## config.mk

```make
export PLATFORM = sky130hd
export DESIGN_NAME = uart_led_cmd
export DESIGN_NICKNAME = d
export VERILOG_FILES = /design/src/rtl/uart_led_cmd.sv
export SDC_FILE = /design/constraint.sdc
export NUM_CORES = 1
export LEC_CHECK = 0
export CORE_UTILIZATION = 35
export DETAILED_ROUTE_END_ITERATION = 10
export PLACE_DENSITY = 0.71
export SKIP_CTS_REPAIR_TIMING = 1
export SYNTH_ARGS = -nofsm -noshare
export SYNTH_HDL_FRONTEND = slang
export SYNTH_SLANG_ARGS = --single-unit
```

## constraint.sdc

```tcl
create_clock -name hw_clk -period 4.2 [get_ports hw_clk]
set_clock_uncertainty 0.15 [all_clocks]
set_input_delay 0.42 -clock hw_clk [delete_from_list [all_inputs] [get_ports hw_clk]]
set_output_delay 0.42 -clock hw_clk [all_outputs]
set_load 0.01 [all_outputs]
```

## src/rtl/uart_led_cmd.sv

```systemverilog
// uart_led_cmd: UART command decoder that sets the 4-bit brightness of three
// PWM-driven LEDs. Commands: R/G/B followed by one hex digit sets a level,
// X clears all levels.
// Optional feature: define UART_LED_CMD_ECHO_EN to echo '!' or '?' back over
// the UART after every completed command. Without it, nothing is transmitted.
module uart_led_cmd #(
    parameter int unsigned PWM_DIV = 750
) (
    input  logic        hw_clk,
    input  logic        resetn,
    input  logic [31:0] reg_dat_do,
    output logic        reg_dat_re,
    output logic        reg_dat_we,
    output logic [31:0] reg_dat_di,
    input  logic        reg_dat_wait,
    output logic        pwm_red,
    output logic        pwm_green,
    output logic        pwm_blue
);

    localparam int unsigned   PW         = (PWM_DIV > 1) ? $clog2(PWM_DIV) : 1;
    localparam logic [PW-1:0] PRESC_LAST = PW'(PWM_DIV - 1);

`ifdef UART_LED_CMD_ECHO_EN
    typedef enum logic [1:0] {POLL, ARG, ECHO} state_t;
    localparam state_t DONE = ECHO;
`else
    typedef enum logic {POLL, ARG} state_t;
    localparam state_t DONE = POLL;
`endif

    state_t          state_q, state_d;
    logic            re_q, re_d;
    logic [7:0]      byte_q;
    logic [1:0]      chan_q, chan_d;
    logic [7:0]      ack_q, ack_d;
    logic [2:0][3:0] pend_q, pend_d;
    logic [2:0][3:0] act_q;
    logic [PW-1:0]   presc_q;
    logic [3:0]      step_q;
    logic [4:0]      hex;

    // {valid, value} for an ASCII hex digit, case-insensitive
    function automatic logic [4:0] hex_dec(input logic [7:0] b);
        if (b >= "0" && b <= "9") return {1'b1, 4'(b - "0")};
        if (b >= "A" && b <= "F") return {1'b1, 4'(b - "A" + 8'd10)};
        if (b >= "a" && b <= "f") return {1'b1, 4'(b - "a" + 8'd10)};
        return 5'b0;
    endfunction

    // Next-state: a byte is captured with the re pulse and decoded in the
    // following cycle, so re and the echo strobe can never coincide.
    always_comb begin
        state_d = state_q;
        re_d    = 1'b0;
        chan_d  = chan_q;
        ack_d   = ack_q;
        pend_d  = pend_q;
        hex     = hex_dec(byte_q);
`ifdef UART_LED_CMD_ECHO_EN
        if (state_q == ECHO) begin
            if (!reg_dat_wait) state_d = POLL;
        end else
`endif
        if (re_q) begin
            case (state_q)
                POLL: begin
                    if (byte_q == "R") begin
                        chan_d  = 2'd0;
                        state_d = ARG;
                    end else if (byte_q == "G") begin
                        chan_d  = 2'd1;
                        state_d = ARG;
                    end else if (byte_q == "B") begin
                        chan_d  = 2'd2;
                        state_d = ARG;
                    end else if (byte_q == "X") begin
                        pend_d  = '0;
                        ack_d   = "!";
                        state_d = DONE;
                    end else begin
                        ack_d   = "?";
                        state_d = DONE;
                    end
                end
                ARG: begin
                    if (hex[4]) begin
                        case (chan_q)
                            2'd0:    pend_d[0] = hex[3:0];
                            2'd1:    pend_d[1] = hex[3:0];
                            default: pend_d[2] = hex[3:0];
                        endcase
                        ack_d = "!";
                    end else begin
                        ack_d = "?";
                    end
                    state_d = DONE;
                end
                default: ;
            endcase
        end else if (reg_dat_do != '1) begin
            re_d = 1'b1;
        end
    end

    // Command-path registers
    always_ff @(posedge hw_clk or negedge resetn) begin
        if (!resetn) begin
            state_q <= POLL;
            re_q    <= 1'b0;
            byte_q  <= '0;
            chan_q  <= '0;
            ack_q   <= '0;
            pend_q  <= '0;
        end else begin
            state_q <= state_d;
            re_q    <= re_d;
            chan_q  <= chan_d;
            ack_q   <= ack_d;
            pend_q  <= pend_d;
            if (re_d) byte_q <= reg_dat_do[7:0];
        end
    end

    // PWM timebase; active levels only change at the period boundary
    always_ff @(posedge hw_clk or negedge resetn) begin
        if (!resetn) begin
            presc_q   <= '0;
            step_q    <= '0;
            act_q     <= '0;
            pwm_red   <= 1'b0;
            pwm_green <= 1'b0;
            pwm_blue  <= 1'b0;
        end else begin
            pwm_red   <= act_q[0] > step_q;
            pwm_green <= act_q[1] > step_q;
            pwm_blue  <= act_q[2] > step_q;
            if (presc_q == PRESC_LAST) begin
                presc_q <= '0;
                step_q  <= step_q + 4'd1;
                if (step_q == 4'd15) act_q <= pend_q;
            end else begin
                presc_q <= presc_q + 1'b1;
            end
        end
    end

    assign reg_dat_re = re_q;

`ifdef UART_LED_CMD_ECHO_EN
    assign reg_dat_we = (state_q == ECHO);
    assign reg_dat_di = (state_q == ECHO) ? {24'b0, ack_q} : '0;
`else
    assign reg_dat_we = 1'b0;
    assign reg_dat_di = '0;
    logic [8:0] unused_no_echo;
    assign unused_no_echo = {ack_q, reg_dat_wait};
`endif

endmodule

```

==> metrics.log, run 1 <==
INFO  metric cts_buffers = 5
INFO  metric clock_sinks = 53
INFO  metric final_critical_path_setup_slack = 1.49 ns
INFO  metric setup_total_negative_slack = 0 ns
INFO  metric hold_viol_final = 0
INFO  metric ctsLongestPathBuffers = 2
INFO  metric p_int = 0.670 mW
INFO  metric drive_above_1_share = 0.0945
INFO  metric number_of_top_level_design_ports = 72
INFO  metric cts_tree = done
INFO  metric worst-r2r-setup-slack = 1.49 ns
INFO  metric dieArea = 8920 um^2
INFO  metric via_per_inst = 4.73
INFO  metric worst_slew_margin_rel = 0.465
INFO  metric drtAntennaViolNets = 0
INFO  metric ctsRootBufferMaster = sky130_fd_sc_hd__clkbuf_8
INFO  metric place_worst_setup_slack = between 1 and 1.5 ns
INFO  metric run_status = complete, no violations
INFO  metric grt_first_pass_wirelength = 9280 um
INFO  metric fp-row-count = 33
INFO  metric antenna-diode-count = 0
INFO  metric synth_enable_flop_cells = 0
INFO  metric total_drc_errors_in_the_routed_layout = 0
INFO  metric max_freq = 369 MHz
INFO  metric critical_path_peak_fanout = 15
INFO  metric area_of_the_placeable_core = 8260 um^2
INFO  metric share_seq_of_total_power = 0.593
INFO  metric switching_fraction_of_total_power = 0.239
INFO  metric grt_remaining_overflow = 0
INFO  metric dp.final_hpwl = between 3000 and 4000 um
INFO  metric postSynth.topFlopCell = sky130_fd_sc_hd__dfrtp_1
INFO  metric critical_path.startpoint_type = flip-flop
INFO  metric syn_avg_cell_area = 10.3 um^2
INFO  metric post-route-cell-area = roughly 3400 um^2
INFO  metric routed-via-count = 2049
INFO  metric final_core_utilization = 0.415
INFO  metric number_of_nets_in_the_final_layout = 381
INFO  metric die_height = 94.5 um
INFO  metric reg2regPathDepth = 7
INFO  metric synthesis.area = 2990 um^2
INFO  metric first_global_vias = 1982
INFO  metric clock_insertion_delay_at_the_later_pin_of_the_skew_report = 0.30 ns
INFO  metric drt_first_iter_violations = a little under 100
INFO  metric grtUsageTotal = 0.131
INFO  metric synth.ff_latch_count = 53
INFO  metric worst_hold_path_type = primary input to asynchronous set/reset pin
INFO  metric synth-seq-area-share = 0.443
INFO  metric asyncSetResetFlopFracSynth = 1.00
INFO  metric cts.reportedPaths.clkPinSlew = 0.10 ns
INFO  metric setup_viol_count_final = 0
INFO  metric rr_startpoint = presc_q[1]$_DFF_PN0_
INFO  metric power.clock.fraction = 0.319
INFO  metric r2r_end = act_q[2]$_DFFE_PN0P_
INFO  metric synthesis.instances = 291
INFO  metric placed_cell_area = approximately 3300 um^2
INFO  metric finalCritPeriodShare = 0.644
INFO  metric detailed_route_wire_length = just over 5000 um
INFO  metric finalPower = 0.881 mW
INFO  metric starting_density_of_the_core = 0.362
INFO  metric gp_congestion = 0.751
INFO  metric drt-pass1-iter-count = 4
INFO  metric power.ir.vdd_worst = 0.000131 V
INFO  metric combinational_power_share = 0.088
INFO  metric finish.cell_count_without_fillers = 433
INFO  metric setup.worst_path.end_class = flip-flop
INFO  metric path_class = flip-flop to flip-flop
INFO  metric grt_max_degree = 54
INFO  metric ctsHtreeMaxLevel = 2
INFO  metric placed_cells_incl_taps = 425
INFO  metric synth.distinct_cells = 45
INFO  metric floorplan.die.width = 94.5 um
INFO  metric crit_required = 4.24 ns
INFO  metric netSwitchingPower = 0.211 mW
INFO  metric maxCapViolCount = 0
INFO  metric final.min_clock_period = 2.71 ns
INFO  metric grt_antenna_before_repair = 0
INFO  metric power_density = 257 nW/um^2
INFO  metric finalMaxSlewViolations = 0
INFO  metric synth.yosys.warnings = 0
INFO  metric post_drt_wl_per_cell = 11.9 um
INFO  metric finalHoldWorstSlack = 0.0833 ns
INFO  metric power.leakage = ~1.5 nW
INFO  metric area_delta_synth_final = 14.4%
INFO  metric cp_data_arrival_time = 2.75 ns
INFO  metric worstMarginPinSlew = approximately 0.80 ns
INFO  metric setup_repair_after_global_routing_missed_its_margin = no
INFO  metric portbufs = 37
==> cells in the mapped netlist, types with 5 or more instances <==
cell type / instances / area, um^2
sky130_fd_sc_hd__inv_1: 14 / 52.6
sky130_fd_sc_hd__nand4_1: 11 / 68.8
sky130_fd_sc_hd__ha_1: 19 / 238
sky130_fd_sc_hd__mux2i_1: 5 / 50.1
sky130_fd_sc_hd__nor2b_1: 5 / 31.3
sky130_fd_sc_hd__clkbuf_1: 7 / 26.3
sky130_fd_sc_hd__dfrtp_1: 53 / 1330
sky130_fd_sc_hd__o21ai_0: 15 / 75.1
sky130_fd_sc_hd__nand2_1: 23 / 86.3
sky130_fd_sc_hd__buf_4: 33 / 248
sky130_fd_sc_hd__a21o_1: 5 / 37.5
sky130_fd_sc_hd__nand2b_1: 5 / 31.3
sky130_fd_sc_hd__a21oi_1: 9 / 45.0
sky130_fd_sc_hd__mux2_2: 16 / 180
sky130_fd_sc_hd__nor2_1: 10 / 37.5
sky130_fd_sc_hd__xnor2_1: 6 / 52.6
sky130_fd_sc_hd__nand3_1: 6 / 30.0
==> placed cells by master, fill, tap and decap left out, drive strengths merged, types with 11 or more instances in the layout <==
cell / count
nand2: 23
clkdlybuf4s50: 36
nand4: 11
ha: 19
inv: 14
mux2: 16
dfrtp: 53
o21ai: 15
conb: 33
==> worst max-delay path, stage by stage, from the launching register on <==
cell and delay [ns]:
sky130_fd_sc_hd__dfrtp_1 0.42, sky130_fd_sc_hd__inv_1 0.07, sky130_fd_sc_hd__ha_1 0.13, sky130_fd_sc_hd__nand4_1 0.11
sky130_fd_sc_hd__nor4_1 0.46, sky130_fd_sc_hd__buf_4 0.27, sky130_fd_sc_hd__and4_1 0.59, sky130_fd_sc_hd__mux2_2 0.40
==> power by group through the flow <==
| stage | Clock (mW) | Sequential [mW] | Combinational (mW) |
|---|---|---|---|
| floorplan | 0 | 0.529 | 0.0569 |
| global placement | 0 | 0.532 | 0.0779 |
| detailed placement | 0 | 0.532 | 0.0788 |
| CTS | 0.297 | 0.522 | 0.0789 |
| global route | 0.320 | 0.524 | 0.0889 |
| finish | 0.281 | 0.522 | 0.0777 |
==> layout make-up <==
type	count	area, um^2
sequential	53	1330
clock inverter	2	15.0
timing repair buffer	40	388
fill	802	4830
clock buffer	6	72.6
multi-input combinational	213	1440
inverter	14	52.6
tap	105	131
==> kinds of logic (layout without fill, tap and decap cells) <==
group	after synthesis	count (layout)	share of synthesized area
AO/OA/AOI/OAI	47	47	0.102
XOR/XNOR	10	10	0.0293
adder cells (fa/ha/maj)	19	19	0.0795
buffers and inverters	57	62	0.116
flip-flops	53	53	0.443
multiplexers	21	21	0.0770
other	1	33	0.00125
AND/OR/NAND/NOR	83	83	0.151
==> sequential cells by signal, summed over array words and instances, names as in the netlist <==
name / cells
byte_q: 8
state_q: 1
chan_q: 2
pwm_blue: 1
reg_dat_re: 1
pwm_red: 1
presc_q: 10
act_q: 12
pwm_green: 1
pend_q: 12
step_q: 4
==> how the worst max path moves through the flow <==
stage / startpoint / end / slack (ns) / cells after the start
2_1_floorplan: byte_q[0]$_DFFE_PN0P_ / pend_q[2]$_DFFE_PN0P_ / 1.84 / 7
3_3_place_gp: presc_q[1]$_DFF_PN0_ / act_q[10]$_DFFE_PN0P_ / 1.51 / 7
3_5_place_dp: presc_q[1]$_DFF_PN0_ / act_q[2]$_DFFE_PN0P_ / 1.46 / 7
4_1_cts: presc_q[1]$_DFF_PN0_ / act_q[2]$_DFFE_PN0P_ / 1.43 / 7
5_1_grt: presc_q[1]$_DFF_PN0_ / act_q[3]$_DFFE_PN0P_ / 1.18 / 7
6_report: presc_q[1]$_DFF_PN0_ / act_q[2]$_DFFE_PN0P_ / 1.49 / 7
==> routing by layer <==
metal	wire length (um)	part of all wire	vias up	GRT usage
li1	-	-	1025	-
met2	2480	0.48	44	0.215
met3	176	0.034	6	0.0266
met5	0	0	-	0
met4	48	0.0093	0	0.0354
met1	2470	0.48	974	0.177
(Power assumes the default switching activity.)
==> run 2: changes to the inputs <==
Clock period 4.2 ns to 2.7 ns, I/O delays scaled along.
==> metrics.log, run 2 (synthesis gave the netlist of run 1 again) <==
INFO  metric first_global_vias = 1985
INFO  metric dieArea = 8920 um^2
INFO  metric dp.final_hpwl = around 4000 um
INFO  metric ctsHtreeMaxLevel = 2
INFO  metric timing.critical_path.slowest_stage_cell = sky130_fd_sc_hd__or4b_1
INFO  metric power_density = 427 nW/um^2
INFO  metric finalCritPeriodShare = 0.891
INFO  metric post_drt_wl_per_cell = 11.9 um
INFO  metric number_of_nets_in_the_final_layout = 384
INFO  metric clock_sinks = 53
INFO  metric power.ir.vdd_worst = 0.000189 V
INFO  metric routed-via-count = 2029
INFO  metric portbufs = 37
INFO  metric finalPower = 1.49 mW
INFO  metric r2r_end = pend_q[2]$_DFFE_PN0P_
INFO  metric hold_start = presc_q[9]$_DFF_PN0_
INFO  metric clock_insertion_delay_at_the_later_pin_of_the_skew_report = 0.30 ns
INFO  metric worst_slew_margin_rel = 0.454
INFO  metric cts.reportedPaths.clkPinSlew = 0.09 ns
INFO  metric final.min_clock_period = 2.41 ns
INFO  metric reg.largest.list = act_q (12), pend_q (12), presc_q (10)
INFO  metric crit_required = between 2 and 3 ns
INFO  metric maxCapViolCount = 0
INFO  metric number_of_top_level_design_ports = 72
INFO  metric final_core_utilization = 0.421
INFO  metric cts_tree = done
INFO  metric floorplan.die.width = 94.5 um
INFO  metric run_status = complete, no violations
INFO  metric final.fill_count = 776
INFO  metric cpPeakStageDelay = 0.62 ns
INFO  metric die_height = 94.5 um
INFO  metric critical_path.startpoint_type = flip-flop
INFO  metric fp-row-count = 33
INFO  metric whs_path_depth = 1
INFO  metric mostFrequentLayoutCell = sky130_fd_sc_hd__dfrtp_1
INFO  metric worstMarginPinSlew = about 0.8 ns
INFO  metric worst-r2r-setup-slack = around 0.29 ns
INFO  metric timing.critical_path.cells = inv_1 > ha_1 > o21bai_1 > a21oi_2 > a31oi_1 > or4b_1 > mux2_2
INFO  metric rr_startpoint = byte_q[0]$_DFFE_PN0P_
INFO  metric worst_hold_path_type = flip-flop to flip-flop
INFO  metric grt_remaining_overflow = 0
INFO  metric placed_cell_area = 3350 um^2
INFO  metric min_to = presc_q[9]$_DFF_PN0_
INFO  metric setup_viol_count_final = 0
INFO  metric setup_repair_after_global_routing_missed_its_margin = no
INFO  metric finish.cell_count_without_fillers = around 440
INFO  metric critical_path_peak_fanout = 5
INFO  metric drt_first_iter_violations = 36
INFO  metric path_delay_family = simple AND/OR/NAND/NOR gates
INFO  metric placed_cells_incl_taps = 427
INFO  metric grt_max_degree = 54
INFO  metric grtUsageTotal = 0.132
INFO  metric timing.critical_path.buf_inv = 1
INFO  metric drt-pass1-iter-count = 4
INFO  metric detailed_route_wire_length = 5190 um
INFO  metric cts_buffers = 5
INFO  metric gp_congestion = 0.797
INFO  metric via_per_inst = 4.65
INFO  metric grt_first_pass_wirelength = 9180 um
INFO  metric reg2regPathDepth = 7
INFO  metric finalMaxSlewViolations = 0
INFO  metric setup_total_negative_slack = 0 ns
INFO  metric area_delta_synth_final = 16.2%
INFO  metric power.leakage = ~1.6 nW
INFO  metric layout.cells.most_common_list = 53 x sky130_fd_sc_hd__dfrtp_1, 36 x sky130_fd_sc_hd__clkdlybuf4s50_1, 33 x sky130_fd_sc_hd__conb_1
INFO  metric setup.worst_path.end_class = flip-flop
INFO  metric drive_above_1_share = 0.0997
INFO  metric antenna-diode-count = 0
INFO  metric post-route-cell-area = 3480 um^2
INFO  metric max_freq = 416 MHz
INFO  metric cp_data_arrival_time = roughly 2.5 ns
INFO  metric path_class = flip-flop to flip-flop
INFO  metric drtAntennaViolNets = 0
INFO  metric grt_antenna_before_repair = 0
INFO  metric starting_density_of_the_core = 0.362
INFO  metric ctsRootBufferMaster = sky130_fd_sc_hd__clkbuf_8
INFO  metric ctsLongestPathBuffers = 2
INFO  metric hold_viol_final = 0
INFO  metric area_of_the_placeable_core = 8260 um^2
INFO  metric total_drc_errors_in_the_routed_layout = 0
==> run 2: cell types whose count changed in the layout (fill, tap and decap cells not counted) <==
cell	delta
sky130_fd_sc_hd__buf_4	+2
sky130_fd_sc_hd__bufinv_16	+1
sky130_fd_sc_hd__clkbuf_8	+1
sky130_fd_sc_hd__clkinvlp_4	-2
sky130_fd_sc_hd__dlygate4sd3_1	+1
==> run 2: worst max-delay path by stage <==
stage,start,endpoint,cells past startpoint
finish,byte_q[0]$_DFFE_PN0P_,pend_q[2]$_DFFE_PN0P_,7
global route,presc_q[1]$_DFF_PN0_,act_q[3]$_DFFE_PN0P_,8
CTS,byte_q[0]$_DFFE_PN0P_,pend_q[2]$_DFFE_PN0P_,7
detailed placement,byte_q[0]$_DFFE_PN0P_,pend_q[2]$_DFFE_PN0P_,7
global placement,state_q$_DFFE_PN0P_,pend_q[7]$_DFFE_PN0P_,5
floorplan,byte_q[0]$_DFFE_PN0P_,pend_q[2]$_DFFE_PN0P_,7
==> run 2: routing by layer <==
layer	share of wire	vias up	GRT usage	wire, um
met5	0	-	0	0
met4	0.0094	0	0.0417	49
met3	0.026	4	0.0290	135
met2	0.48	36	0.217	2480
met1	0.49	960	0.173	2530
li1	-	1029	-	-
==> run 2: cell type report <==
class                      instances  area, um^2  share of cell area
multi-input combinational        213        1440               0.413
sequential                        53        1330               0.381
timing repair buffer              43         413               0.119
tap                              105         131              0.0378
clock buffer                       7        86.3              0.0248
inverter                          14        52.6              0.0151
clock inverter                     1        30.0             0.00864
==> run 2: through the flow <==
step | setup WS, ns | hold slack [ns]
after global routing | 0.116 | 0.363
after CTS | 0.293 | -0.0415
after floorplan | 0.344 | -0.176
after detailed placement | 0.313 | 0.291
final | 0.294 | 0.341
after global placement | 0.370 | 0.292
==> run 2: power by group <==
group / switching (mW) / leakage [nW] / internal (mW)
Combinational: 0.0632 / 0.799 / 0.0596
Sequential: 0.0109 / 0.708 / 0.801
Clock: 0.249 / 0.0585 / 0.302
